$ cat src/rtl/alu_pkg.sv
// Shared types and helpers for alu_param_core: command enums, operand-valid
// encodings, the operand-capture FSM state, and command classification.
package alu_pkg;

    typedef enum logic [3:0] {
        A_ADD     = 4'd0,
        A_SUB     = 4'd1,
        A_ADD_CIN = 4'd2,
        A_SUB_CIN = 4'd3,
        A_INC_A   = 4'd4,
        A_DEC_A   = 4'd5,
        A_INC_B   = 4'd6,
        A_DEC_B   = 4'd7,
        A_CMP     = 4'd8,
        A_MUL_INC = 4'd9,
        A_MUL_SHL = 4'd10
    } arith_cmd_e;

    typedef enum logic [3:0] {
        L_AND    = 4'd0,
        L_NAND   = 4'd1,
        L_OR     = 4'd2,
        L_NOR    = 4'd3,
        L_XOR    = 4'd4,
        L_XNOR   = 4'd5,
        L_NOT_A  = 4'd6,
        L_NOT_B  = 4'd7,
        L_SHR1_A = 4'd8,
        L_SHL1_A = 4'd9,
        L_SHR1_B = 4'd10,
        L_SHL1_B = 4'd11,
        L_ROL    = 4'd12,
        L_ROR    = 4'd13
    } logic_cmd_e;

    localparam logic [1:0] IV_NONE = 2'b00;
    localparam logic [1:0] IV_A    = 2'b01;
    localparam logic [1:0] IV_B    = 2'b10;
    localparam logic [1:0] IV_AB   = 2'b11;

    typedef enum logic [1:0] {IDLE, WAIT_A, WAIT_B} state_e;

    // Illegal commands report as needing both operands, so a lone operand
    // parks the FSM and the error surfaces once the pair is complete.
    function automatic logic needs_a(input logic [3:0] cmd, input logic mode);
        if (mode) return !(cmd == A_INC_B || cmd == A_DEC_B);
        return !(cmd == L_NOT_B || cmd == L_SHR1_B || cmd == L_SHL1_B);
    endfunction

    function automatic logic needs_b(input logic [3:0] cmd, input logic mode);
        if (mode) return !(cmd == A_INC_A || cmd == A_DEC_A);
        return !(cmd == L_NOT_A || cmd == L_SHR1_A || cmd == L_SHL1_A);
    endfunction

    function automatic logic is_mul(input logic [3:0] cmd, input logic mode);
        return mode && (cmd == A_MUL_INC || cmd == A_MUL_SHL);
    endfunction

endpackage

$ cat src/rtl/alu_param_mul.sv
// Two-stage multiplier: stage 1 registers the operands, stage 2 registers
// the product truncated to OUT_W. ce freezes both stages.
module alu_param_mul #(
    parameter int OP_W  = 9,
    parameter int OUT_W = 16
) (
    input  logic             i_clk,
    input  logic             i_rst,
    input  logic             i_ce,
    input  logic             i_vld,
    input  logic [OP_W-1:0]  i_a,
    input  logic [OP_W-1:0]  i_b,
    output logic             o_busy,
    output logic             o_vld,
    output logic [OUT_W-1:0] o_p
);

    logic [OP_W-1:0]  r_a;
    logic [OP_W-1:0]  r_b;
    logic [OUT_W-1:0] r_p;
    logic [1:0]       r_vld_pipe;

    // Operand and product stages advance together with the valid shift register
    always_ff @(posedge i_clk or negedge i_rst) begin
        if (!i_rst) begin
            r_a        <= '0;
            r_b        <= '0;
            r_p        <= '0;
            r_vld_pipe <= '0;
        end else if (i_ce) begin
            r_vld_pipe <= {r_vld_pipe[0], i_vld};
            if (i_vld) begin
                r_a <= i_a;
                r_b <= i_b;
            end
            if (r_vld_pipe[0]) r_p <= OUT_W'(r_a) * OUT_W'(r_b);
        end
    end

    assign o_busy = r_vld_pipe[0];
    assign o_vld  = r_vld_pipe[1];
    assign o_p    = r_p;

endmodule

$ cat src/rtl/alu_param_core.sv
// Registered parametric ALU with split-operand capture (WAIT_A/WAIT_B plus
// timeout) and a stalling 2-cycle multiply. Optional macro ALU_SAT_EN makes
// add/inc saturate to all-ones and sub/dec clamp to zero.
module alu_param_core
    import alu_pkg::*;
#(
    parameter int WIDTH   = 8,
    parameter int TIMEOUT = 16
) (
    input  logic               i_clk,
    input  logic               i_rst,
    input  logic               i_ce,
    input  logic               i_mode,
    input  logic [3:0]         i_cmd,
    input  logic [1:0]         i_inp_valid,
    input  logic [WIDTH-1:0]   i_op_a,
    input  logic [WIDTH-1:0]   i_op_b,
    input  logic               i_cin,
    output logic [2*WIDTH-1:0] o_res,
    output logic               o_res_valid,
    output logic               o_busy,
    output logic               o_cout,
    output logic               o_oflow,
    output logic               o_err,
    output logic               o_g,
    output logic               o_e,
    output logic               o_l
);

    localparam int SH_W = $clog2(WIDTH);
    localparam int CW   = $clog2(TIMEOUT + 1);
    localparam logic [CW-1:0]  TMO_LAST = CW'(TIMEOUT - 1);
    localparam logic [WIDTH:0] K1       = {{WIDTH{1'b0}}, 1'b1};

    state_e             r_state, w_state_nxt;
    logic [CW-1:0]      r_cnt, w_cnt_nxt;
    logic [WIDTH-1:0]   r_a, r_b;
    logic [3:0]         r_cmd;
    logic               r_mode, r_cin;
    logic [2*WIDTH-1:0] r_res;
    logic               r_cout, r_oflow, r_err, r_g, r_e, r_l, r_valid;

    logic               w_go, w_tmo, w_lat_a, w_lat_b, w_lat_ctl;
    logic [WIDTH-1:0]   w_a, w_b;
    logic [3:0]         w_cmd;
    logic               w_mode, w_cin;
    logic               w_is_mul, w_mul_go, w_sc_go;
    logic               w_busy, w_mul_vld;
    logic [2*WIDTH-1:0] w_mul_p;
    logic [WIDTH:0]     w_ma, w_mb;

    logic [2*WIDTH-1:0] c_res;
    logic               c_cout, c_oflow, c_err, c_g, c_e, c_l;
    logic [WIDTH:0]     w_t;
    logic [WIDTH-1:0]   w_lw;
    logic [2*WIDTH-1:0] w_rot;
    logic               w_add, w_sub, w_log;

    // Operand-capture FSM: choose operand sources, decide execute/timeout, next state
    always_comb begin
        w_state_nxt = r_state;
        w_cnt_nxt   = r_cnt;
        w_go        = 1'b0;
        w_tmo       = 1'b0;
        w_lat_a     = 1'b0;
        w_lat_b     = 1'b0;
        w_lat_ctl   = 1'b0;
        w_a         = i_op_a;
        w_b         = i_op_b;
        w_cmd       = i_cmd;
        w_mode      = i_mode;
        w_cin       = i_cin;
        if (!w_busy) begin
            case (r_state)
                IDLE: begin
                    w_cnt_nxt = '0;
                    case (i_inp_valid)
                        IV_AB: w_go = 1'b1;
                        IV_A: begin
                            if (!needs_b(i_cmd, i_mode)) w_go = 1'b1;
                            else begin
                                w_lat_a     = 1'b1;
                                w_lat_ctl   = 1'b1;
                                w_state_nxt = WAIT_B;
                            end
                        end
                        IV_B: begin
                            if (!needs_a(i_cmd, i_mode)) w_go = 1'b1;
                            else begin
                                w_lat_b     = 1'b1;
                                w_lat_ctl   = 1'b1;
                                w_state_nxt = WAIT_A;
                            end
                        end
                        default: ;
                    endcase
                end
                WAIT_B, WAIT_A: begin
                    w_cmd  = r_cmd;
                    w_mode = r_mode;
                    w_cin  = r_cin;
                    if (r_state == WAIT_B) w_a = r_a;
                    else                   w_b = r_b;
                    if (r_state == WAIT_B ? i_inp_valid[1] : i_inp_valid[0]) begin
                        w_go        = 1'b1;
                        w_state_nxt = IDLE;
                        w_cnt_nxt   = '0;
                    end else if (r_cnt == TMO_LAST) begin
                        w_tmo       = 1'b1;
                        w_state_nxt = IDLE;
                        w_cnt_nxt   = '0;
                    end else begin
                        w_cnt_nxt = r_cnt + 1'b1;
                    end
                end
                default: w_state_nxt = IDLE;
            endcase
        end
    end

    assign w_is_mul = is_mul(w_cmd, w_mode);
    assign w_mul_go = w_go & w_is_mul;
    assign w_sc_go  = (w_go & ~w_is_mul) | w_tmo;

    // MUL_INC widens to WIDTH+1 so (2^W)*(B+1) is not lost; MUL_SHL wraps A<<1 first
    assign w_ma = (w_cmd == A_MUL_INC) ? ({1'b0, w_a} + K1) : {1'b0, w_a[WIDTH-2:0], 1'b0};
    assign w_mb = (w_cmd == A_MUL_INC) ? ({1'b0, w_b} + K1) : {1'b0, w_b};

    alu_param_mul #(.OP_W(WIDTH + 1), .OUT_W(2 * WIDTH)) u_mul (
        .i_clk  (i_clk),
        .i_rst  (i_rst),
        .i_ce   (i_ce),
        .i_vld  (w_mul_go),
        .i_a    (w_ma),
        .i_b    (w_mb),
        .o_busy (w_busy),
        .o_vld  (w_mul_vld),
        .o_p    (w_mul_p)
    );

    // Single-cycle datapath: result and flags for the executing command
    always_comb begin
        c_res   = '0;
        c_cout  = 1'b0;
        c_oflow = 1'b0;
        c_err   = 1'b0;
        c_g     = 1'b0;
        c_e     = 1'b0;
        c_l     = 1'b0;
        w_t     = '0;
        w_lw    = '0;
        w_rot   = '0;
        w_add   = 1'b0;
        w_sub   = 1'b0;
        w_log   = 1'b0;
        if (w_mode) begin
            case (w_cmd)
                A_ADD:     begin w_t = {1'b0, w_a} + {1'b0, w_b}; w_add = 1'b1; end
                A_SUB:     begin w_t = {1'b0, w_a} - {1'b0, w_b}; w_sub = 1'b1; end
                A_ADD_CIN: begin w_t = {1'b0, w_a} + {1'b0, w_b} + {{WIDTH{1'b0}}, w_cin}; w_add = 1'b1; end
                A_SUB_CIN: begin w_t = {1'b0, w_a} - {1'b0, w_b} - {{WIDTH{1'b0}}, w_cin}; w_sub = 1'b1; end
                A_INC_A:   begin w_t = {1'b0, w_a} + K1; w_add = 1'b1; end
                A_DEC_A:   begin w_t = {1'b0, w_a} - K1; w_sub = 1'b1; end
                A_INC_B:   begin w_t = {1'b0, w_b} + K1; w_add = 1'b1; end
                A_DEC_B:   begin w_t = {1'b0, w_b} - K1; w_sub = 1'b1; end
                A_CMP: begin
                    c_g = (w_a > w_b);
                    c_e = (w_a == w_b);
                    c_l = (w_a < w_b);
                end
                A_MUL_INC, A_MUL_SHL: ;
                default: c_err = 1'b1;
            endcase
        end else begin
            w_log = 1'b1;
            case (w_cmd)
                L_AND:    w_lw = w_a & w_b;
                L_NAND:   w_lw = ~(w_a & w_b);
                L_OR:     w_lw = w_a | w_b;
                L_NOR:    w_lw = ~(w_a | w_b);
                L_XOR:    w_lw = w_a ^ w_b;
                L_XNOR:   w_lw = ~(w_a ^ w_b);
                L_NOT_A:  w_lw = ~w_a;
                L_NOT_B:  w_lw = ~w_b;
                L_SHR1_A: w_lw = {1'b0, w_a[WIDTH-1:1]};
                L_SHL1_A: w_lw = {w_a[WIDTH-2:0], 1'b0};
                L_SHR1_B: w_lw = {1'b0, w_b[WIDTH-1:1]};
                L_SHL1_B: w_lw = {w_b[WIDTH-2:0], 1'b0};
                L_ROL: begin
                    if (|w_b[WIDTH-1:SH_W]) c_err = 1'b1;
                    else begin
                        w_rot = {w_a, w_a} << w_b[SH_W-1:0];
                        w_lw  = w_rot[2*WIDTH-1:WIDTH];
                    end
                end
                L_ROR: begin
                    if (|w_b[WIDTH-1:SH_W]) c_err = 1'b1;
                    else begin
                        w_rot = {w_a, w_a} >> w_b[SH_W-1:0];
                        w_lw  = w_rot[WIDTH-1:0];
                    end
                end
                default: c_err = 1'b1;
            endcase
        end
        if (w_log) c_res = {{WIDTH{1'b0}}, w_lw};
        if (w_add) begin
            c_cout = w_t[WIDTH];
`ifdef ALU_SAT_EN
            c_res = w_t[WIDTH] ? {{WIDTH{1'b0}}, {WIDTH{1'b1}}} : {{WIDTH{1'b0}}, w_t[WIDTH-1:0]};
`else
            c_res = {{(WIDTH-1){1'b0}}, w_t};
`endif
        end
        if (w_sub) begin
            c_oflow = w_t[WIDTH];
`ifdef ALU_SAT_EN
            c_res = w_t[WIDTH] ? '0 : {{WIDTH{1'b0}}, w_t[WIDTH-1:0]};
`else
            c_res = {{WIDTH{1'b0}}, w_t[WIDTH-1:0]};
`endif
        end
        if (w_tmo) begin
            c_res   = '0;
            c_cout  = 1'b0;
            c_oflow = 1'b0;
            c_err   = 1'b1;
            c_g     = 1'b0;
            c_e     = 1'b0;
            c_l     = 1'b0;
        end
    end

    // State, operand latches and result registers; a finished multiply is folded
    // into the result registers so it holds after its pulse
    always_ff @(posedge i_clk or negedge i_rst) begin
        if (!i_rst) begin
            r_state <= IDLE;
            r_cnt   <= '0;
            r_a     <= '0;
            r_b     <= '0;
            r_cmd   <= '0;
            r_mode  <= 1'b0;
            r_cin   <= 1'b0;
            r_res   <= '0;
            r_cout  <= 1'b0;
            r_oflow <= 1'b0;
            r_err   <= 1'b0;
            r_g     <= 1'b0;
            r_e     <= 1'b0;
            r_l     <= 1'b0;
            r_valid <= 1'b0;
        end else if (i_ce) begin
            r_state <= w_state_nxt;
            r_cnt   <= w_cnt_nxt;
            if (w_lat_a) r_a <= i_op_a;
            if (w_lat_b) r_b <= i_op_b;
            if (w_lat_ctl) begin
                r_cmd  <= i_cmd;
                r_mode <= i_mode;
                r_cin  <= i_cin;
            end
            r_valid <= w_sc_go;
            if (w_sc_go) begin
                r_res   <= c_res;
                r_cout  <= c_cout;
                r_oflow <= c_oflow;
                r_err   <= c_err;
                r_g     <= c_g;
                r_e     <= c_e;
                r_l     <= c_l;
            end else if (w_mul_vld) begin
                r_res   <= w_mul_p;
                r_cout  <= 1'b0;
                r_oflow <= 1'b0;
                r_err   <= 1'b0;
                r_g     <= 1'b0;
                r_e     <= 1'b0;
                r_l     <= 1'b0;
            end
        end
    end

    assign o_res       = w_mul_vld ? w_mul_p : r_res;
    assign o_cout      = ~w_mul_vld & r_cout;
    assign o_oflow     = ~w_mul_vld & r_oflow;
    assign o_err       = ~w_mul_vld & r_err;
    assign o_g         = ~w_mul_vld & r_g;
    assign o_e         = ~w_mul_vld & r_e;
    assign o_l         = ~w_mul_vld & r_l;
    assign o_res_valid = i_ce & (r_valid | w_mul_vld);
    assign o_busy      = w_busy;

endmodule

$ cat config.mk
export PLATFORM = sky130hd
export DESIGN_NAME = alu_param_core
export DESIGN_NICKNAME = d
export VERILOG_FILES = /design/src/rtl/alu_pkg.sv /design/src/rtl/alu_param_mul.sv /design/src/rtl/alu_param_core.sv
export SDC_FILE = /design/constraint.sdc
export NUM_CORES = 1
export LEC_CHECK = 0
export ABC_AREA = 1
export CELL_PAD_IN_SITES_DETAIL_PLACEMENT = 0
export CELL_PAD_IN_SITES_GLOBAL_PLACEMENT = 2
export CORE_ASPECT_RATIO = 2
export CORE_MARGIN = 2
export CORE_UTILIZATION = 32
export CTS_BUF_LIST = sky130_fd_sc_hd__clkbuf_4 sky130_fd_sc_hd__clkbuf_8
export DETAILED_ROUTE_END_ITERATION = 7
export GPL_TIMING_DRIVEN = 1
export PLACE_DENSITY_LB_ADDON = 0.05
export SETUP_SLACK_MARGIN = 0.4
export SLEW_MARGIN = 30
export SYNTH_ARGS = -nofsm -noshare
export SYNTH_HDL_FRONTEND = slang
export SYNTH_SLANG_ARGS = --single-unit
$ cat constraint.sdc
create_clock -name i_clk -period 3.9 [get_ports i_clk]
set_input_delay 0.585 -clock i_clk [delete_from_list [all_inputs] [get_ports i_clk]]
set_output_delay 0.585 -clock i_clk [all_outputs]
set_load 0.05 [all_outputs]
* Word-level counts from Yosys, hierarchy flattened
Cells that the tools add are included.
** Storage, ports and cells
- Bits in registers :: 88
- Latch bits :: 0
- Memory bits (writable) :: 0
- ROM bits :: 0
- Output and inout port bits :: 24
- Logic and storage cells :: 220
- Memories :: 0
** Operators by class
- $add $sub $neg :: 9
- Multiply operators :: 1
- Div/mod/pow operators :: 0
- Magnitude comparators :: 2
- Equality and inequality tests :: 32
- Shifts and indexed selects :: 2
- Muxes and demuxes :: 102
- Bitwise logic cells :: 22
- Reductions and logical operators :: 31
** Operator list (count)
- 8-bit case mux with 14 select lines :: 1
- 16-bit 2-to-1 mux :: 5
- 8-bit 2-to-1 mux :: 9
- 9-bit case mux with 8 select lines :: 1
- 1-bit 2-to-1 mux :: 68
- 4-bit == test, second input constant :: 10
- 8-bit NOT :: 5
- 4-bit by 3-bit == test with 1-bit output, second input constant :: 8
- 9-bit 2-to-1 mux :: 3
- 8-bit by 1-bit adder with 9-bit output, second input constant :: 2
- 8-bit by 1-bit subtractor with 9-bit output, second input constant :: 2
- 9-bit by 9-bit multiplier with 16-bit output :: 1
- 16-bit by 3-bit left shift with 16-bit output :: 1
- 16-bit by 3-bit right shift with 8-bit output :: 1
- 2-bit AND reduction :: 6
- 12-bit OR reduction :: 1
- 11-bit OR reduction :: 1
- 5-bit 2-to-1 mux :: 2
- 5-bit case mux with 2 select lines :: 1
- 8-bit by 8-bit adder with 9-bit output :: 1
- 9-bit by 1-bit adder with 9-bit output :: 1
- 1-bit bitwise AND :: 9
- 3-bit inequality test, second input constant :: 3
- 8-bit by 8-bit subtractor with 9-bit output :: 1
- 32 further kinds :: 58

* Longest topological paths before layout
- Depth after elaboration :: 16
- Depth in mapped cells :: 27
- Mapped depth without buffers :: 25

* Modules after synthesis
Synthesis repeated with hierarchy kept, for this count alone.
** Unflattened totals
- Cells, all modules :: 1718
- Area total of the unflattened synthesis :: 10904.2 µm²
** By module, submodules not included
- alu_param_core :: instances 1, cells an instance 1195, area each 6856.6 µm²
- alu_param_mul :: instances 1, cells an instance 523, area each 4047.6 µm²

* Least setup slack after synthesis
Ideal clock, no wire load.
- Path type :: flip-flop to flip-flop
- Start point :: register u_mul.r_a[7]
- End point :: register u_mul.r_p[12] (netlist: u_mul.o_p[12])
- Library setup time :: 135 ps
- Arrival :: 3971 ps
- Data required time :: 3765 ps
- Setup slack :: -206 ps
- Cell stages (with the launch flop) :: 18
- Buffers on the path :: 1
- Period minus slack after synthesis :: 4106 ps
- Cells stage by stage :: dfrtp_1 clkbuf_1 nand2_1 fa_1 fa_1 fa_1 fa_1 inv_1 ha_1 a21oi_1 o21ai_0 a21oi_1 inv_1 a21oi_1 nor2_1 nor2_1 xor2_1 o21ai_0
** On the way
- Cells in the longest elaborated chain, start to end :: 1
** Ends and longest elaborated chain
- from (decl) :: RTL line alu_param_mul.sv:18 : logic [OP_W-1:0] r_a;
- from (signal assigned) :: RTL line alu_param_mul.sv:33 : r_a <= i_a;
- 9-bit by 9-bit multiplier with 16-bit output :: RTL line alu_param_mul.sv:36 : if (r_vld_pipe[0]) r_p <= OUT_W'(r_a) * OUT_W'(r_b);
- to (signal assigned) :: RTL line alu_param_mul.sv:36
- to (decl) :: RTL line alu_param_mul.sv:20 : logic [OUT_W-1:0] r_p;
Every way passes these cells.
A chain may end at the register's enable or synchronous reset.

* Worst setup path after layout
- Start point :: register u_mul.r_a[4]
- End point :: register u_mul.r_p[14] (netlist: u_mul.o_p[14])
The elaborated chain is that of the path after synthesis.

==> implementation parameters <==
Parameter                              Value

STA
  Final-report hold violation count    0
  Post-route worst setup slack    -0.146 ns
  Unrepaired setup endpoints after global routing    true
  Clock period minus worst slack    between 4 and 5 ns
  Clock tree skew after final layout    around 0.024 ns
  Upper clock frequency limit    roughly 250 MHz
  Total setup violations reported at the end of the flow    5
  Worst max-slew margin expressed relative to the limit    0.527
  Worst-Margin Slew    between 0.7 and 0.8 ns
  Post-route clock period utilization    1.04
  Final setup TNS    -0.427 ns
  Max Transition Viols Final    0

Finish
  Area delta synth->final    38.6%
  Final non-filler cell area    0.0146 sq mm
  Number of nets at the end of the flow    roughly 2k
  Final cell utilization of the core    0.446
  Proportion of layout cells with a drive suffix above 1    0.266

Routing
  Final routed wire length divided by cell count    between 20 and 25 um
  Total Routed Length    just under 50 mm
  Post-route antenna net violation count    0
  Ratio of routed vias to standard cells    about 5.1
  Post-route DRC    0
  First-pass iteration count of the detailed router    5
  Detailed-route via count    ~12k
  1st-iter DRT viols    about 610

Die
  Chip height    between 200 and 300 um
  Initial standard-cell utilization of the core    0.322
  FP Rows    between 90 and 100
  Die X    132 um
  Number of primary I/O pins    51
  Die area    0.0344 sq mm
  Std-Cell Core Area    about 0.033 sq mm

Setup path
  Setup crit start kind    flip-flop
  Worst setup path startpoint    u_mul.r_a[4]
  Crit Reg-Reg Startpoint    u_mul.r_a[4]
  WP data required    4.24 ns
  CP Class    reg2reg
  FF-to-FF setup slack    -0.15 ns
  Largest fanout on the critical path    3
  Crit path DAT    about 4.4 ns
  Capturing element type of the critical path    flip-flop

Global routing
  Global-route wire length before repair    73.5 mm
  Pin count of the biggest net entering global routing    63
  Overall routing resource usage    0.290
  Initial antenna violation count    1
  Number of global-route vias before repair    12.4k
  Aggregate global routing overflow    0

Place
  Port Buffers    50
  Final RePlAce weighted congestion    approximately 0.96
  DPL Wire Length    40.5 mm
  DP Area    approximately 0.013 sq mm

Synthesis
  Synthesized area per cell    6.33 sq um
  Register bit total from synthesis    88
  Top cell types by occurrence after synthesis    sky130_fd_sc_hd__nand2_1 (540), sky130_fd_sc_hd__inv_1 (222), sky130_fd_sc_hd__nand3_1 (186)
  Xor and xnor area share after synthesis    0.0125
  Area fraction in and, or, nand and nor cells after synthesis    0.368
  Number of nets produced by synthesis    1810
  Prevailing post-synth register cell    sky130_fd_sc_hd__dfrtp_1
  Cell variety after synth    45
  Share of synthesized registers carrying an async set or reset    1.00
  Area leader, netlist    sky130_fd_sc_hd__dfrtp_1
  Number of warnings printed during yosys synthesis    0
  Post-synthesis instance area    0.0105 sq mm
  Sequential cell area fraction in the yosys report    0.209
  Cell count after synthesis    1662
  Area share of fa/ha/maj cells after synthesis    0.180
  Dominant combinational cell family by area after synthesis    simple AND/OR/NAND/NOR gates
  Largest cells by area after synthesis    sky130_fd_sc_hd__dfrtp_1 (21%), sky130_fd_sc_hd__nand2_1 (19%), sky130_fd_sc_hd__fa_1 (9.7%)
  Area fraction of the dominant cell type after synthesis    0.209
  Most common cell in the netlist    sky130_fd_sc_hd__nand2_1
  Compound-gate portion of the synthesized area    0.113
  Number of synthesized flops with an enable pin    0
  Mux contribution to synthesized area    0.00844

Clock tree
  Clock H-tree levels    3
  Cts-stage hold buffer count    0
  Num CTS Buffers    9
  CTS tree    built
  Clock Pin Slew Worst Setup and Hold Paths    between 0.1 and 0.15 ns
  Root buffer cell    sky130_fd_sc_hd__clkbuf_8
  Number of buffers on the longest clock path    2
  Clock Sink Count    between 80 and 90
  Insertion delay to the later sink of the worst-skew pair    between 0.4 and 0.5 ns

Job
  Max-cap violations    0

Run status
  Failing checks    setup timing
  Outcome    complete, but fails checks

Worst hold path
  Type of the worst min-delay path    in2async
layout by cell type (no fill, tap or decap), types with 7 or more instances in the layout:
cell type	count
sky130_fd_sc_hd__buf_6	42
sky130_fd_sc_hd__nand2_1	489
sky130_fd_sc_hd__ha_4	23
sky130_fd_sc_hd__nor2_2	12
sky130_fd_sc_hd__dfrtp_2	7
sky130_fd_sc_hd__nor2_4	17
sky130_fd_sc_hd__fa_1	41
sky130_fd_sc_hd__nand2_4	12
sky130_fd_sc_hd__clkbuf_8	9
sky130_fd_sc_hd__mux2_2	7
sky130_fd_sc_hd__o22ai_1	10
sky130_fd_sc_hd__nand2_2	51
sky130_fd_sc_hd__a21oi_2	11
sky130_fd_sc_hd__ha_1	42
sky130_fd_sc_hd__o21ai_2	7
sky130_fd_sc_hd__xor2_1	7
sky130_fd_sc_hd__o21ai_0	95
sky130_fd_sc_hd__inv_1	195
sky130_fd_sc_hd__fa_2	10
sky130_fd_sc_hd__dfrtp_1	81
sky130_fd_sc_hd__nand4_1	23
sky130_fd_sc_hd__clkdlybuf4s50_1	48
sky130_fd_sc_hd__nand3_1	169
sky130_fd_sc_hd__a21oi_4	7
sky130_fd_sc_hd__nor2_1	110
sky130_fd_sc_hd__a31oi_1	9
sky130_fd_sc_hd__o21ai_1	18
sky130_fd_sc_hd__inv_2	29
sky130_fd_sc_hd__nand3_2	17
sky130_fd_sc_hd__a21oi_1	32
sky130_fd_sc_hd__buf_4	205
final timing paths:
| path | end | cells past startpoint |
|---|---|---|
| max in group asynchronous | u_mul.o_p[13] | 2 |
| min reg2reg | r_res[6] | 2 |
| min | u_mul.r_a[6] | 1 |
| max | u_mul.o_p[14] | 18 |
| min in group i_clk | r_res[6] | 2 |
| max reg2reg | u_mul.o_p[14] | 18 |
cells by family (layout without fill, tap and decap cells):
kind of cell,count (synthesis),in the layout
AND/OR/NAND/NOR,922,922
buffers and inverters,292,542
AO/OA/AOI/OAI,216,216
adder cells (fa/ha/maj),121,121
flip-flops,88,88
XOR/XNOR,15,15
multiplexers,8,8
other,0,1
layout make-up:
cell class	count	area, sq um
Antenna cell	1	2.50
Clock buffer	9	124
Clock inverter	7	88.8
Fill cell	3584	18100
Inverter	230	873
Multi-Input combinational cell	1282	8230
Sequential cell	88	2210
Tap cell	432	541
Timing Repair Buffer	296	2510
metal layers:
metal  share of wire  wire, um  track usage
met1            0.31     15400        0.252
met4           0.094      4640        0.232
met2            0.57     28000        0.588
met5               0         0            0
met3           0.023      1130       0.0274
registers in the layout, summed over array words and instances, names as in the netlist, 2 cells and up:
signal and count:
u_mul.r_vld_pipe 2, r_cmd 4, r_b 8, r_a 8
u_mul.o_p 16, u_mul.r_a 9, r_res 16, r_cnt 5
r_state 2, u_mul.r_b 9
what timing repair did:
action / CTS / global route
buffers inserted: 19 / 16
gates resized for setup: 126 / 166
pin swaps: 37 / 79
endpoints found under the setup margin: 20 / 24
worst max-delay path: stages (launching register included):
cell and delay (ns):
sky130_fd_sc_hd__dfrtp_1 0.42, sky130_fd_sc_hd__buf_6 0.13, sky130_fd_sc_hd__nand2_2 0.05, sky130_fd_sc_hd__inv_1 0.05, sky130_fd_sc_hd__fa_1 0.49, sky130_fd_sc_hd__inv_1 0.05, sky130_fd_sc_hd__fa_2 0.56, sky130_fd_sc_hd__fa_1 0.43
sky130_fd_sc_hd__inv_2 0.08, sky130_fd_sc_hd__fa_1 0.45, sky130_fd_sc_hd__ha_4 0.33, sky130_fd_sc_hd__nand2_4 0.07, sky130_fd_sc_hd__o21ai_4 0.18, sky130_fd_sc_hd__buf_4 0.13, sky130_fd_sc_hd__buf_4 0.10, sky130_fd_sc_hd__nand2_2 0.05
sky130_fd_sc_hd__o2111ai_4 0.09, sky130_fd_sc_hd__nor2_1 0.06, sky130_fd_sc_hd__o31ai_1 0.23
per-stage QoR:
stage                     cells  setup WS [ns]  hold slack (ns)
after detailed placement   2293         -0.207            0.462
after global placement     2293         -0.195            0.458
after floorplan            1662         0.0198            0.289
after CTS                  2328        -0.0687            0.287
final                      2345         -0.146            0.148
after global routing       2345         -0.262            0.174
Power is left out: the tool's default activity adds up to more than one toggle a clock period on the data nets, which glitch-free logic cannot reach.
